### src/rtl/popcount_sched.sv
// ---------------------------------------------------------------------------
// popcount_sched
//
// Two-requester front end for a single shared 8-bit bit-count resource.
// A word accepted from either requester is fed through the one num_bit
// instance a byte per cycle, least-significant byte first, and the per-byte
// counts are summed into a result of ones (or zeros) over the whole word.
// The result is returned together with the index of the requester it
// belongs to, so the counter need not be replicated per consumer.
//
// Parameters:
//   NBYTES  bytes per word (W = 8*NBYTES), minimum 1
//   CW      result width, wide enough to hold W
//
// Ports:
//   clk         single clock
//   rst_n       synchronous active-low reset
//   reqN_valid  requester N offers a word
//   reqN_ready  requester N's word is accepted at this edge
//   reqN_data   requester N's word
//   reqN_ones   1 = count ones, 0 = count zeros
//   out_valid   result available (held until out_ready)
//   out_ready   consumer takes the result
//   out_count   total count over all W bits
//   out_id      requester index the result belongs to
//   busy        high whenever the sequencer is not idle
// ---------------------------------------------------------------------------

// Shared 8-bit bit counter: counts bits equal to the requested polarity.
module num_bit (
    input  logic [7:0] signal,
    input  logic       ones,
    output logic [7:0] count
);

    // Counting bits that match 'ones' covers both the ones and zeros cases.
    always_comb begin
        count = '0;
        for (int i = 0; i < 8; i++) begin
            count = count + 8'(signal[i] == ones);
        end
    end

endmodule

module popcount_sched #(
    parameter int NBYTES = 4,
    parameter int CW     = $clog2(8*NBYTES+1)
) (
    input  logic              clk,
    input  logic              rst_n,
    input  logic              req0_valid,
    output logic              req0_ready,
    input  logic [8*NBYTES-1:0] req0_data,
    input  logic              req0_ones,
    input  logic              req1_valid,
    output logic              req1_ready,
    input  logic [8*NBYTES-1:0] req1_data,
    input  logic              req1_ones,
    output logic              out_valid,
    input  logic              out_ready,
    output logic [CW-1:0]     out_count,
    output logic              out_id,
    output logic              busy
);

    localparam int W  = 8 * NBYTES;
    localparam int BW = (NBYTES > 1) ? $clog2(NBYTES) : 1;

    typedef enum logic [1:0] {
        IDLE,
        RUN,
        DONE
    } state_e;

    state_e          state_q, state_d;
    logic [W-1:0]    word_q, word_d;
    logic            ones_q, ones_d;
    logic            id_q, id_d;
    logic [CW-1:0]   acc_q, acc_d;
    logic [BW-1:0]   byte_idx_q, byte_idx_d;
    logic            last_q, last_d;

    logic            grant_vld;
    logic            grant_id;
    logic [7:0]      nb_signal;
    logic [7:0]      nb_count;

    num_bit u_num_bit (
        .signal (nb_signal),
        .ones   (ones_q),
        .count  (nb_count)
    );

    // Byte currently being counted, least-significant byte first.
    assign nb_signal = word_q[8*byte_idx_q +: 8];

    // Arbitration is only open in IDLE and while out of reset, so readies
    // are low during reset and at most one requester is ever granted.
    // On contention the requester not served last time wins.
    always_comb begin
        grant_vld = 1'b0;
        grant_id  = 1'b0;
        if (state_q == IDLE && rst_n) begin
            if (req0_valid && req1_valid) begin
                grant_vld = 1'b1;
                grant_id  = ~last_q;
            end else if (req0_valid) begin
                grant_vld = 1'b1;
                grant_id  = 1'b0;
            end else if (req1_valid) begin
                grant_vld = 1'b1;
                grant_id  = 1'b1;
            end
        end
    end

    assign req0_ready = grant_vld && !grant_id;
    assign req1_ready = grant_vld &&  grant_id;

    // State register. 'last' starts at 1 so requester 0 wins the first
    // contention after reset.
    always_ff @(posedge clk) begin
        if (!rst_n) begin
            state_q    <= IDLE;
            word_q     <= '0;
            ones_q     <= 1'b0;
            id_q       <= 1'b0;
            acc_q      <= '0;
            byte_idx_q <= '0;
            last_q     <= 1'b1;
        end else begin
            state_q    <= state_d;
            word_q     <= word_d;
            ones_q     <= ones_d;
            id_q       <= id_d;
            acc_q      <= acc_d;
            byte_idx_q <= byte_idx_d;
            last_q     <= last_d;
        end
    end

    // Next-state and datapath. The accepted word is latched so the
    // requester is free to change its data after the accept edge; the
    // accumulator can never exceed W, so CW bits never overflow.
    always_comb begin
        state_d    = state_q;
        word_d     = word_q;
        ones_d     = ones_q;
        id_d       = id_q;
        acc_d      = acc_q;
        byte_idx_d = byte_idx_q;
        last_d     = last_q;
        case (state_q)
            IDLE: begin
                if (grant_vld) begin
                    state_d    = RUN;
                    word_d     = grant_id ? req1_data : req0_data;
                    ones_d     = grant_id ? req1_ones : req0_ones;
                    id_d       = grant_id;
                    last_d     = grant_id;
                    acc_d      = '0;
                    byte_idx_d = '0;
                end
            end
            RUN: begin
                acc_d = acc_q + CW'(nb_count);
                if (byte_idx_q == BW'(NBYTES-1)) begin
                    state_d = DONE;
                end else begin
                    byte_idx_d = byte_idx_q + 1'b1;
                end
            end
            DONE: begin
                if (out_ready) begin
                    state_d = IDLE;
                end
            end
            default: begin
                state_d = IDLE;
            end
        endcase
    end

    // Outputs are decoded from the registered state, so the result and its
    // ID stay stable for as long as the consumer stalls.
    always_comb begin
        out_valid = (state_q == DONE);
        out_count = (state_q == DONE) ? acc_q : '0;
        out_id    = (state_q == DONE) ? id_q : 1'b0;
        busy      = (state_q != IDLE);
    end

endmodule
### config.mk
export PLATFORM = sky130hd
export DESIGN_NAME = popcount_sched
export DESIGN_NICKNAME = d
export VERILOG_FILES = /design/src/rtl/popcount_sched.sv
export SDC_FILE = /design/constraint.sdc
export NUM_CORES = 1
export LEC_CHECK = 0
export ABC_CLOCK_PERIOD_IN_PS = 9870
export CORE_MARGIN = 2
export CORE_UTILIZATION = 49
export DETAILED_ROUTE_END_ITERATION = 6
export PLACE_DENSITY = 0.85
export SLEW_MARGIN = 20
export SYNTH_ARGS = -nofsm -noshare
export SYNTH_HDL_FRONTEND = slang
export SYNTH_SLANG_ARGS = --single-unit
### constraint.sdc
create_clock -name clk -period 9.87 [get_ports clk]
set_input_delay 1.974 -clock clk [delete_from_list [all_inputs] [get_ports clk]]
set_output_delay 1.974 -clock clk [all_outputs]
set_load 0.01 [all_outputs]
==> results of run 1 <==
-- worst register-to-register path, delay by kind of cell (launching register included) --
| family | cells | cell delay (ps) |
|---|---|---|
| adders and majority gates | 6 | 2450 |
| DFF | 1 | 660 |
| muxes | 1 | 590 |
| AOI/OAI and AO/OA | 2 | 370 |
| and+or+nand+nor | 2 | 190 |
| xor gates and xnor gates | 1 | 140 |
| buffers and inverters | 2 | 120 |
-- registers in the layout (all words and copies together) (netlist names) --
name / count
state_q: 2
acc_q: 6
id_q: 1
byte_idx_q: 2
ones_q: 1
last_q: 1
word_q: 32
-- per-stage QoR --
| step | area [sq um] | std cells | power [mW] |
|---|---|---|---|
| 6_report | 3350 | 372 | 0.611 |
| 3_3_place_gp | 3260 | 364 | 0.487 |
| 2_1_floorplan | 2470 | 234 | 0.426 |
| 4_1_cts | 3350 | 372 | 0.612 |
| 3_5_place_dp | 3260 | 364 | 0.497 |
| 5_1_grt | 3350 | 372 | 0.657 |
-- power by group --
group          switching [mW]  internal [mW]  leakage, nW
Combinational           0.134          0.145        0.876
Clock                  0.0646         0.0502       0.0445
Sequential             0.0171          0.200        0.368
-- path summary, 6_finish.rpt --
check        slack [ps]                    end  depth (start not counted)                  startpoint
max reg2reg        5240  acc_q[4]$_SDFFE_PN0P_                         14  byte_idx_q[1]$_SDFFE_PN0P_
max                3640             req1_ready                          6                       rst_n
min                 470      id_q$_SDFFE_PN0P_                          1           id_q$_SDFFE_PN0P_
min reg2reg         470      id_q$_SDFFE_PN0P_                          1           id_q$_SDFFE_PN0P_
-- synth_stat cells, types with 2 or more instances --
cell type	number	area, sq um
buf_6	5	56.3
dfxtp_1	45	901
a21o_1	2	15.0
a211oi_1	2	15.0
a222oi_1	33	330
fa_1	4	80.1
nor2_1	4	15.0
nand3_1	5	25.0
buf_4	3	22.5
xnor2_1	3	26.3
buf_2	4	20.0
nand2_1	9	33.8
nor2b_1	36	225
ha_1	13	163
nand3b_1	3	22.5
a21boi_1	5	37.5
inv_1	7	26.3
nand2b_1	3	18.8
and3_1	2	12.5
and2_1	7	43.8
mux4_2	8	180
nand4_1	3	18.8
xor2_1	6	52.6
clkbuf_1	9	33.8
o31ai_1	2	15.0
-- logic make-up after synthesis --
logic type / Yosys count / synth area share
muxes: 9 / 0.0769
and+or+nand+nor: 76 / 0.182
buffers and inverters: 29 / 0.0658
xor gates and xnor gates: 9 / 0.0319
adders and majority gates: 17 / 0.0981
DFF: 45 / 0.364
AOI/OAI and AO/OA: 49 / 0.181
-- cell type report --
| type | count | area, sq um |
|---|---|---|
| fill | 387 | 1430 |
| multi-input combinational | 160 | 1410 |
| sequential | 45 | 901 |
| timing repair buffer | 85 | 841 |
| tap | 67 | 83.8 |
| clock buffer | 5 | 68.8 |
| inverter | 7 | 26.3 |
| clock inverter | 3 | 21.3 |
-- per-layer routing --
| layer | GRT usage | vias to the layer above | part of all wire |
|---|---|---|---|
| li1 | - | 1035 | - |
| met1 | 0.279 | 991 | 0.43 |
| met2 | 0.355 | 94 | 0.49 |
| met3 | 0.0509 | 9 | 0.065 |
| met4 | 0.0635 | 0 | 0.016 |
| met5 | 0 | - | 0 |
==> run_results.csv, run 1 <==
group,metric,value,unit
finish,fin_util,0.700,
grt,grt_pass1_vias,1980,
power_and_ir_drop,ir_drop,82.6,uV
finish,antenna_cells,0,
routing,routed_wl,5850,microns
synthesis,synth_seq_cells,45,
routing,viasPerCell,5.72,
synthesis,synth-edff-count,0,
synthesis,netlist_instances,234,
place,finalWeightedCongestion,0.758,
setup_path,crit_required,7900,ps
place,hpwlAfterDp,4230,microns
power_and_ir_drop,cellPowerDensity,182,nW/um^2
min_path,hold_path_class,"flip-flop to flip-flop",
clock_network,root_buffer,"clkbuf_8",
setup_path,cp_slowest_cell,"clkdlybuf4s50_1",
sta,setup_slack,3640,ps
sta,tightestPinTransition,528,ps
grt,track_usage,0.214,
synthesis,yosysUniqueCellTypes,36,
outcome,status,"finished clean",
synthesis,syn_area,2470,sq um
die,coreArea,4790,sq um
finish,mostFrequentLayoutCells,"81 x clkdlybuf4s50_1, 45 x dfxtp_1, 36 x nor2b_1, 33 x a222oi_1, 13 x ha_1",
die,fp.dieW,75.1,microns
routing,vias,2129,
synthesis,ys_seq_area_frac,0.364,
clock_network,clk_latency,300,ps
sta,relSlewSlack,0.647,
clock_network,post_cts.repair.setup_buffers,0,
clock_network,clk_pin_slew,80,ps
setup_path,critPathLaunchType,"input pin",
clock_network,cts_resized,0,
synthesis,syn_avg_cell_area,10.6,sq um
setup_path,cpPeakStageDelay,610,ps
die,fp.dieH,75.1,microns
synthesis,async_reset_ff_frac,0,
clock_network,clockBufferDepth,2,
routing,drtPass1Iterations,5,
sta,fmax,160,MHz
die,io_pins,82,
clock_network,cts_tree,"done",
routing,postRouteAntennaNets,0,
grt,antenna_found_initial,0,
routing,drc,0,
grt,grt_overflow,0,
sta,fin_setup_tns,0,ps
clock_network,ctsHoldBuffers,0,
clock_network,numCtsBuffers,5,
sta,final_max_slew_viol_count,0,
setup_path,crit_buf_inv,4,
die,dieArea,5630,sq um
sta,timing.final.crit_share,0.631,
synthesis,synth_fp_nets,322,
power_and_ir_drop,power_leakage,1.29,nW
setup_path,crit_chain,"clkdlybuf4s50_1 > buf_4 > nor3b_2 > and3_1 > buf_4 > clkdlybuf4s50_1",
sta,setup-violations-final,0,
setup_path,cp-end-kind,"primary output",
routing,wl_per_cell,15.7,microns
sta,fin_skew,6.15,ps
setup_path,critical_path_class,"input pin to primary output",
clock_network,cts.sinks,45,
synthesis,yosysWarningCount,0,
die,start_util,0.517,
setup_path,cp_max_fo,50,
setup_path,crit_arrival,4260,ps
finish,layout_commonest_cell,"clkdlybuf4s50_1",
clock_network,htree_num_levels,2,
finish,nNetsFinal,392,
sta,fin_crit,6230,ps
finish,synthToLayoutAreaGrowth,35.5,%
place,port_buffers,81,
sta,final_hold_viol_count,0,
routing,drt_iter0_markers,238,
grt,grt_max_degree,51,
finish,drive_gt1_frac,0.0721,
sta,rsz0062_at_grt,"no",
die,core.rowCount,25,
place,dp_slack,3630,ps
run,maxCapViolations,0,
setup_path,cp_top_family,"buffers and inverters",
grt,grt_pass1_wl,9140,microns
synthesis,synth_flop_cell,"dfxtp_1",
sta,holdWs,473,ps
No activity file was read; power rests on OpenSTA's default activity.
==> inputs of run 2 (changes only) <==
ABC_CLOCK_PERIOD_IN_PS = 5300   (was 9870)
CORE_UTILIZATION = 41   (was 49)
PLACE_DENSITY = 0.76   (was 0.85)
clock period = 5.3 ns   (was 9.87 ns; I/O delays follow)
==> run 2 against run 1 <==
Net effect:
- flip-flop and latch count unchanged
- core utilization down 13 points
- clock skew up 1.8 ps
- setup slack worse by 2900 ps
- first-iteration DRC count decreased by 4.6%
- routed wire length shrank 1.1%
- count of clock-buffer cells in the layout up 1
- cell area grew 0.22%
- critical path type is now flip-flop to flip-flop
==> run_results.csv, run 2 (synthesis gave the netlist of run 1 again) <==
group,metric,value,unit
finish,mostFrequentLayoutCells,"81 x clkdlybuf4s50_1, 45 x dfxtp_1, 36 x nor2b_1, 33 x a222oi_1, 13 x ha_1",
grt,grt_overflow,0,
finish,synthToLayoutAreaGrowth,35.8,%
place,hpwlAfterDp,4290,microns
finish,nNetsFinal,392,
clock_network,root_buffer,"clkbuf_8",
place,dp_slack,699,ps
finish,drive_gt1_frac,0.0689,
routing,drc,0,
die,start_util,0.420,
setup_path,critPathLaunchType,"flip-flop",
die,dieArea,6670,sq um
sta,timing.final.crit_share,0.863,
power_and_ir_drop,cellPowerDensity,339,nW/um^2
clock_network,post_cts.repair.setup_buffers,0,
sta,final_hold_viol_count,0,
routing,drt_iter0_markers,227,
clock_network,clk_pin_slew,80,ps
finish,nFillCells,508,
die,core.rowCount,28,
sta,setup_slack,725,ps
routing,vias,2130,
finish,fin_cells,380,
die,fp.dieH,81.7,microns
run,maxCapViolations,0,
sta,relSlewSlack,0.673,
die,io_pins,82,
sta,fin_setup_tns,0,ps
clock_network,numCtsBuffers,5,
outcome,status,"finished clean",
routing,wl_per_cell,15.2,microns
routing,drtPass1Iterations,6,
finish,antenna_cells,0,
clock_network,clockBufferDepth,2,
routing,routed_wl,5790,microns
place,port_buffers,81,
min_path,hold_path_class,"flip-flop to flip-flop",
finish,largest_register_ffs,32,
sta,tightestPinTransition,490,ps
clock_network,clk_latency,300,ps
finish,reg_top3,"word_q x32, acc_q x6",
clock_network,cts.sinks,45,
sta,rsz0062_at_grt,"no",
grt,grt_pass1_wl,9230,microns
clock_network,htree_num_levels,2,
finish,layout_commonest_cell,"clkdlybuf4s50_1",
sta,fin_crit,4580,ps
place,dp.cells,372,
power_and_ir_drop,power_leakage,1.28,nW
setup_path,critical_path_class,"flip-flop to flip-flop",
grt,grt_pass1_vias,1973,
sta,fmax,219,MHz
die,coreArea,5890,sq um
routing,postRouteAntennaNets,0,
power_and_ir_drop,ir_drop,165,uV
grt,track_usage,0.181,
sta,fin_skew,7.91,ps
routing,viasPerCell,5.61,
setup_path,crit_required,5490,ps
grt,antenna_found_initial,0,
die,fp.dieW,81.7,microns
finish,largest_register,"word_q",
clock_network,ctsHoldBuffers,0,
sta,setup-violations-final,0,
setup_path,cp-end-kind,"flip-flop",
clock_network,cts_tree,"done",
place,finalWeightedCongestion,0.859,
sta,final_max_slew_viol_count,0,
clock_network,cts_resized,0,
setup_path,crit_arrival,4770,ps
setup_path,cp_max_fo,10,
grt,grt_max_degree,50,
run 2: layout make-up:
type	instances	area (sq um)	area share
clock inverter	2	15.0	0.00447
timing repair buffer	85	841	0.250
sequential	45	901	0.268
inverter	7	26.3	0.00782
tap	75	93.8	0.0279
clock buffer	6	72.6	0.0216
multi-input combinational	160	1410	0.420
run 2: per-layer routing:
metal  wire, microns  global-route usage  vias up
met3             416              0.0473       11
li1                -                   -     1032
met4             124              0.0683        0
met5               0                   0        -
met2            2760               0.299       89
met1            2490               0.228      998
run 2: worst paths after layout:
path,slack [ps],endpoint,startpoint,cells past startpoint
worst max register to register,720,acc_q[4]$_SDFFE_PN0P_,byte_idx_q[1]$_SDFFE_PN0P_,14
worst min-delay path,470,id_q$_SDFFE_PN0P_,id_q$_SDFFE_PN0P_,1
worst min register to register,470,id_q$_SDFFE_PN0P_,id_q$_SDFFE_PN0P_,1
worst max-delay path,720,acc_q[4]$_SDFFE_PN0P_,byte_idx_q[1]$_SDFFE_PN0P_,14
run 2: critical path, stage by stage, from the launching register on:
cell and delay (ps):
dfxtp_1 630, mux4_2 590, xnor2_1 140, ha_1 290
inv_1 50, fa_1 480, fa_1 520, fa_1 540
inv_1 40, ha_1 220, fa_1 420, a21o_1 190
a21oi_1 170, or4b_1 130, nand3_1 60
run 2: metrics by stage:
step / power, mW / hold WS [ps] / cell area [sq um] / util
4_1_cts: 1.14 / 475 / 3360 / 0.571
3_3_place_gp: 0.909 / 450 / 3270 / 0.556
3_5_place_dp: 0.936 / 457 / 3270 / 0.556
2_1_floorplan: 0.793 / 440 / 2470 / -
5_1_grt: 1.23 / 507 / 3360 / 0.571
6_report: 1.14 / 469 / 3360 / 0.571
run 2: where the power goes:
part           internal [mW]  switching, mW  leakage (nW)  total (mW)
registers              0.373         0.0314         0.368       0.404
clock network         0.0928          0.114        0.0374       0.206
logic                  0.272          0.255         0.876       0.527
total                  0.738          0.400          1.28        1.14
==> inputs of run 3 (changes only) <==
SKIP_LAST_GASP = 1   (was not set)
==> results of run 3 <==
Final layout, timing and power as in run 2 (identical DEF).
